### src/rtl/mem_port_arbiter_if.sv
// Bus bundle for mem_port_arbiter: requester-side and memory-side handshake signals.
// slave modport is the arbiter's view; master modport is the environment's view.
// Optional perf counter signals exist only when MEM_ARB_PERF_EN is defined.
interface mem_port_arbiter_if #(
  parameter int unsigned NUM_REQ = 2,
  parameter int unsigned ADDR_W  = 32,
  parameter int unsigned LINE_W  = 128
);
  // Requester side
  logic [NUM_REQ-1:0]        req_valid;
  logic [NUM_REQ-1:0]        req_rw;
  logic [NUM_REQ*ADDR_W-1:0] req_addr;
  logic [NUM_REQ*LINE_W-1:0] req_wdata;
  logic [NUM_REQ-1:0]        req_ready;
  logic [NUM_REQ-1:0]        rsp_valid;
  logic [LINE_W-1:0]         rsp_rdata;
  // Memory side
  logic                      mem_valid;
  logic                      mem_rw;
  logic [ADDR_W-1:0]         mem_addr;
  logic [LINE_W-1:0]         mem_wdata;
  logic                      mem_ready;
  logic                      mem_rsp_valid;
  logic [LINE_W-1:0]         mem_rdata;
  // Status
  logic                      err_unexp_rsp;
`ifdef MEM_ARB_PERF_EN
  logic [NUM_REQ*16-1:0]     perf_grants;
  logic [31:0]               perf_wait_cycles;
`endif

  modport slave (
    input  req_valid, req_rw, req_addr, req_wdata,
    input  mem_ready, mem_rsp_valid, mem_rdata,
    output req_ready, rsp_valid, rsp_rdata,
    output mem_valid, mem_rw, mem_addr, mem_wdata,
    output err_unexp_rsp
`ifdef MEM_ARB_PERF_EN
    , output perf_grants, perf_wait_cycles
`endif
  );

  modport master (
    output req_valid, req_rw, req_addr, req_wdata,
    output mem_ready, mem_rsp_valid, mem_rdata,
    input  req_ready, rsp_valid, rsp_rdata,
    input  mem_valid, mem_rw, mem_addr, mem_wdata,
    input  err_unexp_rsp
`ifdef MEM_ARB_PERF_EN
    , input perf_grants, perf_wait_cycles
`endif
  );
endinterface

### src/rtl/mem_port_arbiter.sv
// mem_port_arbiter: round-robin arbiter sharing one cache-line memory port between
// NUM_REQ requesters, one transaction outstanding at a time.
// Optional feature macro: MEM_ARB_PERF_EN (adds saturating grant/stall counters).
module mem_port_arbiter #(
  parameter int unsigned NUM_REQ = 2,
  parameter int unsigned ADDR_W  = 32,
  parameter int unsigned LINE_W  = 128
) (
  input logic               clk,
  input logic               rst_n,
  mem_port_arbiter_if.slave bus
);
  localparam int unsigned IDX_W = $clog2(NUM_REQ);

  typedef enum logic [1:0] {StIdle, StIssue, StWait, StResp} state_e;

  state_e              r_state;
  state_e              w_state_d;
  logic [IDX_W-1:0]    r_rr_ptr;
  logic [IDX_W-1:0]    r_gnt;
  logic                r_rw;
  logic [ADDR_W-1:0]   r_addr;
  logic [LINE_W-1:0]   r_wdata;
  logic [LINE_W-1:0]   r_rdata;
  logic                r_err;

  logic                w_found;
  logic [IDX_W-1:0]    w_grant;
  logic [IDX_W:0]      w_idx;
  logic                w_accept;
  logic                w_capture;
  logic                w_unexp;
  logic [NUM_REQ-1:0]  w_req_ready;
  logic [NUM_REQ-1:0]  w_rsp_valid;
  logic                w_mem_valid;

  // Round-robin pick: first valid requester at or above rr_ptr, wrapping modulo NUM_REQ
  always_comb begin
    w_found = 1'b0;
    w_grant = '0;
    w_idx   = '0;
    for (int unsigned k = 0; k < NUM_REQ; k++) begin
      w_idx = {1'b0, r_rr_ptr} + (IDX_W + 1)'(k);
      if (w_idx >= (IDX_W + 1)'(NUM_REQ)) begin
        w_idx = w_idx - (IDX_W + 1)'(NUM_REQ);
      end
      if (!w_found && bus.req_valid[w_idx[IDX_W-1:0]]) begin
        w_found = 1'b1;
        w_grant = w_idx[IDX_W-1:0];
      end
    end
  end

  // FSM next-state and handshake outputs
  always_comb begin
    w_state_d   = r_state;
    w_accept    = 1'b0;
    w_capture   = 1'b0;
    w_unexp     = 1'b0;
    w_req_ready = '0;
    w_rsp_valid = '0;
    w_mem_valid = 1'b0;
    unique case (r_state)
      StIdle: begin
        if (bus.mem_rsp_valid) w_unexp = 1'b1;
        if (w_found) begin
          w_req_ready[w_grant] = 1'b1;
          w_accept             = 1'b1;
          w_state_d            = StIssue;
        end
      end
      StIssue: begin
        w_mem_valid = 1'b1;
        if (bus.mem_ready) begin
          if (bus.mem_rsp_valid) begin
            w_capture = 1'b1;
            w_state_d = StResp;
          end else begin
            w_state_d = StWait;
          end
        end else if (bus.mem_rsp_valid) begin
          w_unexp = 1'b1;
        end
      end
      StWait: begin
        if (bus.mem_rsp_valid) begin
          w_capture = 1'b1;
          w_state_d = StResp;
        end
      end
      StResp: begin
        w_rsp_valid[r_gnt] = 1'b1;
        if (bus.mem_rsp_valid) w_unexp = 1'b1;
        w_state_d = StIdle;
      end
      default: w_state_d = StIdle;
    endcase
  end

  // State register, grant pointer, latched request and response data
  always_ff @(posedge clk or negedge rst_n) begin
    if (!rst_n) begin
      r_state  <= StIdle;
      r_rr_ptr <= '0;
      r_gnt    <= '0;
      r_rw     <= 1'b0;
      r_addr   <= '0;
      r_wdata  <= '0;
      r_rdata  <= '0;
      r_err    <= 1'b0;
    end else begin
      r_state <= w_state_d;
      if (w_accept) begin
        r_gnt   <= w_grant;
        r_rw    <= bus.req_rw[w_grant];
        r_addr  <= bus.req_addr[w_grant*ADDR_W +: ADDR_W];
        r_wdata <= bus.req_wdata[w_grant*LINE_W +: LINE_W];
      end
      // Writes complete with an ack only; the last read line stays visible
      if (w_capture && !r_rw) r_rdata <= bus.mem_rdata;
      if (r_state == StResp) begin
        r_rr_ptr <= (r_gnt == IDX_W'(NUM_REQ - 1)) ? '0 : r_gnt + 1'b1;
      end
      if (w_unexp) r_err <= 1'b1;
    end
  end

  // Gate the combinational accept so nothing leaks out while reset is held
  assign bus.req_ready     = w_req_ready & {NUM_REQ{rst_n}};
  assign bus.rsp_valid     = w_rsp_valid;
  assign bus.rsp_rdata     = r_rdata;
  assign bus.mem_valid     = w_mem_valid;
  assign bus.mem_rw        = r_rw;
  assign bus.mem_addr      = r_addr;
  assign bus.mem_wdata     = r_wdata;
  assign bus.err_unexp_rsp = r_err;

`ifdef MEM_ARB_PERF_EN
  logic [NUM_REQ*16-1:0] r_perf_grants;
  logic [31:0]           r_perf_wait;

  // Saturating per-requester accept counters and ISSUE stall counter
  always_ff @(posedge clk or negedge rst_n) begin
    if (!rst_n) begin
      r_perf_grants <= '0;
      r_perf_wait   <= '0;
    end else begin
      if (w_accept && (r_perf_grants[w_grant*16 +: 16] != 16'hFFFF)) begin
        r_perf_grants[w_grant*16 +: 16] <= r_perf_grants[w_grant*16 +: 16] + 16'd1;
      end
      if ((r_state == StIssue) && !bus.mem_ready && (r_perf_wait != 32'hFFFF_FFFF)) begin
        r_perf_wait <= r_perf_wait + 32'd1;
      end
    end
  end

  assign bus.perf_grants      = r_perf_grants;
  assign bus.perf_wait_cycles = r_perf_wait;
`endif
endmodule

### src/flat_wrapper.sv
// flat-port wrapper written by rule: the top's interface ports become plain ports
module mem_port_arbiter_flat 
#(
  parameter int unsigned NUM_REQ = 2,
  parameter int unsigned ADDR_W  = 32,
  parameter int unsigned LINE_W  = 128
)
  (clk, rst_n, bus_req_valid, bus_req_rw, bus_req_addr, bus_req_wdata, bus_mem_ready, bus_mem_rsp_valid, bus_mem_rdata, bus_req_ready, bus_rsp_valid, bus_rsp_rdata, bus_mem_valid, bus_mem_rw, bus_mem_addr, bus_mem_wdata, bus_err_unexp_rsp);
  mem_port_arbiter_if #(.NUM_REQ(NUM_REQ), .ADDR_W(ADDR_W), .LINE_W(LINE_W)) bus_i ();
  input logic clk;
  input logic rst_n;
  input wire logic [$bits(bus_i.req_valid)-1:0] bus_req_valid;
  input wire logic [$bits(bus_i.req_rw)-1:0] bus_req_rw;
  input wire logic [$bits(bus_i.req_addr)-1:0] bus_req_addr;
  input wire logic [$bits(bus_i.req_wdata)-1:0] bus_req_wdata;
  input wire logic [$bits(bus_i.mem_ready)-1:0] bus_mem_ready;
  input wire logic [$bits(bus_i.mem_rsp_valid)-1:0] bus_mem_rsp_valid;
  input wire logic [$bits(bus_i.mem_rdata)-1:0] bus_mem_rdata;
  output wire logic [$bits(bus_i.req_ready)-1:0] bus_req_ready;
  output wire logic [$bits(bus_i.rsp_valid)-1:0] bus_rsp_valid;
  output wire logic [$bits(bus_i.rsp_rdata)-1:0] bus_rsp_rdata;
  output wire logic [$bits(bus_i.mem_valid)-1:0] bus_mem_valid;
  output wire logic [$bits(bus_i.mem_rw)-1:0] bus_mem_rw;
  output wire logic [$bits(bus_i.mem_addr)-1:0] bus_mem_addr;
  output wire logic [$bits(bus_i.mem_wdata)-1:0] bus_mem_wdata;
  output wire logic [$bits(bus_i.err_unexp_rsp)-1:0] bus_err_unexp_rsp;
  assign bus_i.req_valid = bus_req_valid;
  assign bus_i.req_rw = bus_req_rw;
  assign bus_i.req_addr = bus_req_addr;
  assign bus_i.req_wdata = bus_req_wdata;
  assign bus_i.mem_ready = bus_mem_ready;
  assign bus_i.mem_rsp_valid = bus_mem_rsp_valid;
  assign bus_i.mem_rdata = bus_mem_rdata;
  assign bus_req_ready = bus_i.req_ready;
  assign bus_rsp_valid = bus_i.rsp_valid;
  assign bus_rsp_rdata = bus_i.rsp_rdata;
  assign bus_mem_valid = bus_i.mem_valid;
  assign bus_mem_rw = bus_i.mem_rw;
  assign bus_mem_addr = bus_i.mem_addr;
  assign bus_mem_wdata = bus_i.mem_wdata;
  assign bus_err_unexp_rsp = bus_i.err_unexp_rsp;
  mem_port_arbiter #(.NUM_REQ(NUM_REQ), .ADDR_W(ADDR_W), .LINE_W(LINE_W)) u_core (.clk(clk), .rst_n(rst_n), .bus(bus_i));
endmodule
### config.mk
export PLATFORM = sky130hd
export DESIGN_NAME = mem_port_arbiter_flat
export DESIGN_NICKNAME = d
export VERILOG_FILES = /design/src/rtl/mem_port_arbiter_if.sv /design/src/rtl/mem_port_arbiter.sv /design/src/flat_wrapper.sv
export SDC_FILE = /design/constraint.sdc
export NUM_CORES = 1
export LEC_CHECK = 0
export CELL_PAD_IN_SITES_DETAIL_PLACEMENT = 1
export CELL_PAD_IN_SITES_GLOBAL_PLACEMENT = 2
export CORE_AREA = 3 3 290 292
export DETAILED_ROUTE_END_ITERATION = 12
export DIE_AREA = 0 0 293 295
export PLACE_DENSITY_LB_ADDON = 0.15
export RECOVER_POWER = 50
export SLEW_MARGIN = 10
export SYNTH_ARGS = -nofsm -noshare
export SYNTH_HDL_FRONTEND = slang
export SYNTH_SLANG_ARGS = --single-unit
export TNS_END_PERCENT = 50
### constraint.sdc
create_clock -name clk -period 1.9 [get_ports clk]
set_input_delay 0.38 -clock clk [delete_from_list [all_inputs] [get_ports clk]]
set_output_delay 0.38 -clock clk [all_outputs]
set_load 0.01 [all_outputs]
==> flow_metrics.tcl <==
set metrics [dict create \
    ctsRootBufferMaster "clkbuf_16" \
    drt_iter0_markers 271 \
    syn_area_per_cell_sq_um 14.4 \
    worstHoldPathType "in -> async" \
    cp_max_fo 3 \
    nets 2119 \
    antenna_found_initial 17 \
    start_util_pct 14.9 \
    ys_seq_elements 294 \
    rows 105 \
    wl_met2_microns 34600 \
    violations "max-capacitance violations, max-slew violations, negative setup slack" \
    synthFlopType "dfrtp_1" \
    clk_pin_slew_ps 60 \
    core-area_sq_um 81800 \
    async_reset_ff_share_pct 100 \
    drive_above_1_share_pct 17.8 \
    yosysWarnings 0 \
    drt-vias-per-instance 3.89 \
    synthTopCellsByArea "dfrtp_1, a221o_1, mux2_2" \
    worst_slew_pin_slew_ps 1690 \
    drc 0 \
    place_area_sq_um 21200 \
    clock_path_buffers 3 \
    grt_start_max_net_pins 123 \
    synth_nets 1309 \
    dp_slack_ps -712 \
    drv_cap 2 \
    crit_required_ps 1520 \
    dp.cells 2652 \
    final_cells 2770 \
    slew_viol_final 136 \
    worstSetupStartpointType "flop" \
    first_pass_iters 4 \
    clock-skew-final_ps 16.9 \
    rsz0062_at_grt "yes" \
    ff2ff_path_depth 10 \
    highest_layer "met5" \
    grt_pass1_vias 12300 \
    m1WireLength_microns 24100 \
    fin_util_pct 28.3 \
    routabilityCongestion 0.745 \
    clock_sinks 294 \
    dp_hpwl_microns 48700 \
    clk_latency_ps 570 \
    synth_common_cells "dfrtp_1, a221o_1, mux2_2" \
    slowest_stage "dfrtp_1" \
    final_area_sq_um 23200 \
    die_x_microns 293 \
    cts_buffers 43 \
    overflow 0 \
    wl_met3_microns 5170 \
    fillers 8965 \
    power.ir.vdd_worst_uv 465 \
    synth_area_sq_um 12200 \
    setup_viol 113 \
    grt.total_usage_pct 14.5 \
    synth.most_common_cell "dfrtp_1" \
    hold_buffers 0 \
    yosysTopAreaCellShare_pct 60.4 \
    hold_viol_final 0 \
    wl_microns 66100 \
    end_kind "primary output" \
    worstSetupPathType "reg -> out" \
    grt_first_pass_wirelength_microns 92200 \
    port_buffers 750 \
    path_cells "inv_2 > ha_4 > nand2_2 > a21oi_4 > and2_4 > buf_6" \
    slew_headroom_pct -12.6 \
    yosysSeqAreaShare_pct 60.4 \
    synth-edff-count 0 \
    avgRoutedWirePerCell_microns 23.8 \
    cts_tree "built" \
    powerDensity_nw_per_um2 1550 \
    synth_cells 847 \
    crit_path_max_incr_delay_ps 390 \
    status "finished with violations" \
    ant_nets 0 \
    holdWs_ps 344 \
    p_leak_nw 9.90 \
    die_area_sq_um 86400 \
    max_freq_mhz 472 \
    synth_top_area_cell "dfrtp_1" \
    syn_to_final_growth_pct 90.3 \
    fin_ws_ps -217 \
    fin_crit_sh_pct 111 \
    die_height_microns 295 \
    fin_crit_ps 2120 \
    ioPinCount 751 \
    ys_types 27 \
    vias 10800 \
    cts_max_level 2 \
    worstPathArrival_ps 1740 \
]
-- stage by stage --
step,power (mW),setup TNS (ps)
finish,35.9,-6300
global route,38.2,-43080
CTS,36.5,-19330
detailed placement,28.4,-117530
global placement,28.2,-110960
floorplan,18.1,-3.59
-- routing by layer --
metal  up-vias  track usage, %
met2       426            26.6
li1       4809               -
met3        95            5.24
met1      5421            15.3
met4        12            5.53
met5         -               0
-- where the power goes --
group / switching (mW) / total (mW) / internal [mW]
clock: 3.20 / 7.67 / 4.47
sequential: 1.56 / 10.9 / 9.34
combinational: 7.42 / 17.3 / 9.88
total: 12.2 / 35.9 / 23.7
-- path summary, 6_finish.rpt --
check                                          from                        end  slack [ps]
max in group asynchronous                     rst_n   u_core.bus.rsp_rdata[77]         180
min in group clk                  bus_mem_rdata[37]   u_core.bus.rsp_rdata[37]         420
setup reg to reg                  u_core.r_state[1]  u_core.bus.rsp_rdata[114]         -90
hold / removal                                rst_n    u_core.bus.mem_addr[15]         340
hold reg to reg            u_core.bus.err_unexp_rsp   u_core.bus.err_unexp_rsp         490
setup / recovery                  u_core.r_state[0]           bus_req_ready[1]        -220
-- sequential cells by signal, summed over array words and instances, names as in the netlist --
register / flops
u_core.bus.rsp_rdata: 128
u_core.bus.mem_rw: 1
u_core.bus.mem_addr: 32
u_core.r_state: 2
u_core.r_gnt: 1
u_core.bus.mem_wdata: 128
u_core.r_rr_ptr: 1
u_core.bus.err_unexp_rsp: 1
-- layout by cell type, fill, tap and decap left out, types with 9 or more instances in the layout --
cell type and n:
clkbuf_16 48, dlygate4sd2_1 185, mux2_2 66, buf_4 32, clkbuf_1 20, dfrtp_1 293, and2_0 116, a221o_1 161
mux2_4 63, clkdlybuf4s50_1 556, buf_12 22, buf_6 13, and2_1 36, diode_2 11, and2_2 9
-- cell families (layout without fill, tap and decap cells) --
family	count (synthesis)	count (layout)	share of synthesized area (%)
fa+ha+maj	6	6	0.617
other cells	0	11	0
simple gates	178	178	9.07
mux	129	129	11.9
flops	294	294	60.4
buf+inv	69	911	4.03
compound gates	171	171	13.9
-- final cells by class --
class                      instances  area [sq um]  area share (%)
timing repair buffer             831          8440            36.4
multi-input combinational        484          4680            20.2
sequential                       294          7360            31.8
antenna                           11          27.5           0.119
clock buffer                      68          1240            5.35
tap                             1070          1340            5.78
clock inverter                     9          66.3           0.286
inverter                           3          11.3          0.0486
-- critical path: cells and delay by family, from the launching register on --
family / cells / cell delay (ps)
flip-flops: 1 / 390
AND/OR/NAND/NOR: 2 / 250
buffers and inverters: 2 / 190
adder cells (fa/ha/maj): 1 / 170
AO/OA/AOI/OAI: 1 / 160
-- timing repair --
action | in CTS | in global routing
gates resized for setup | 325 | 22
cloned | 7 | 8
endpoints found under the setup margin | 471 | 319
buffers inserted | 19 | 5
endpoints found under the hold margin | 0 | 0
pin swaps | 3 | 6
Power figures use the tool's default switching activity.
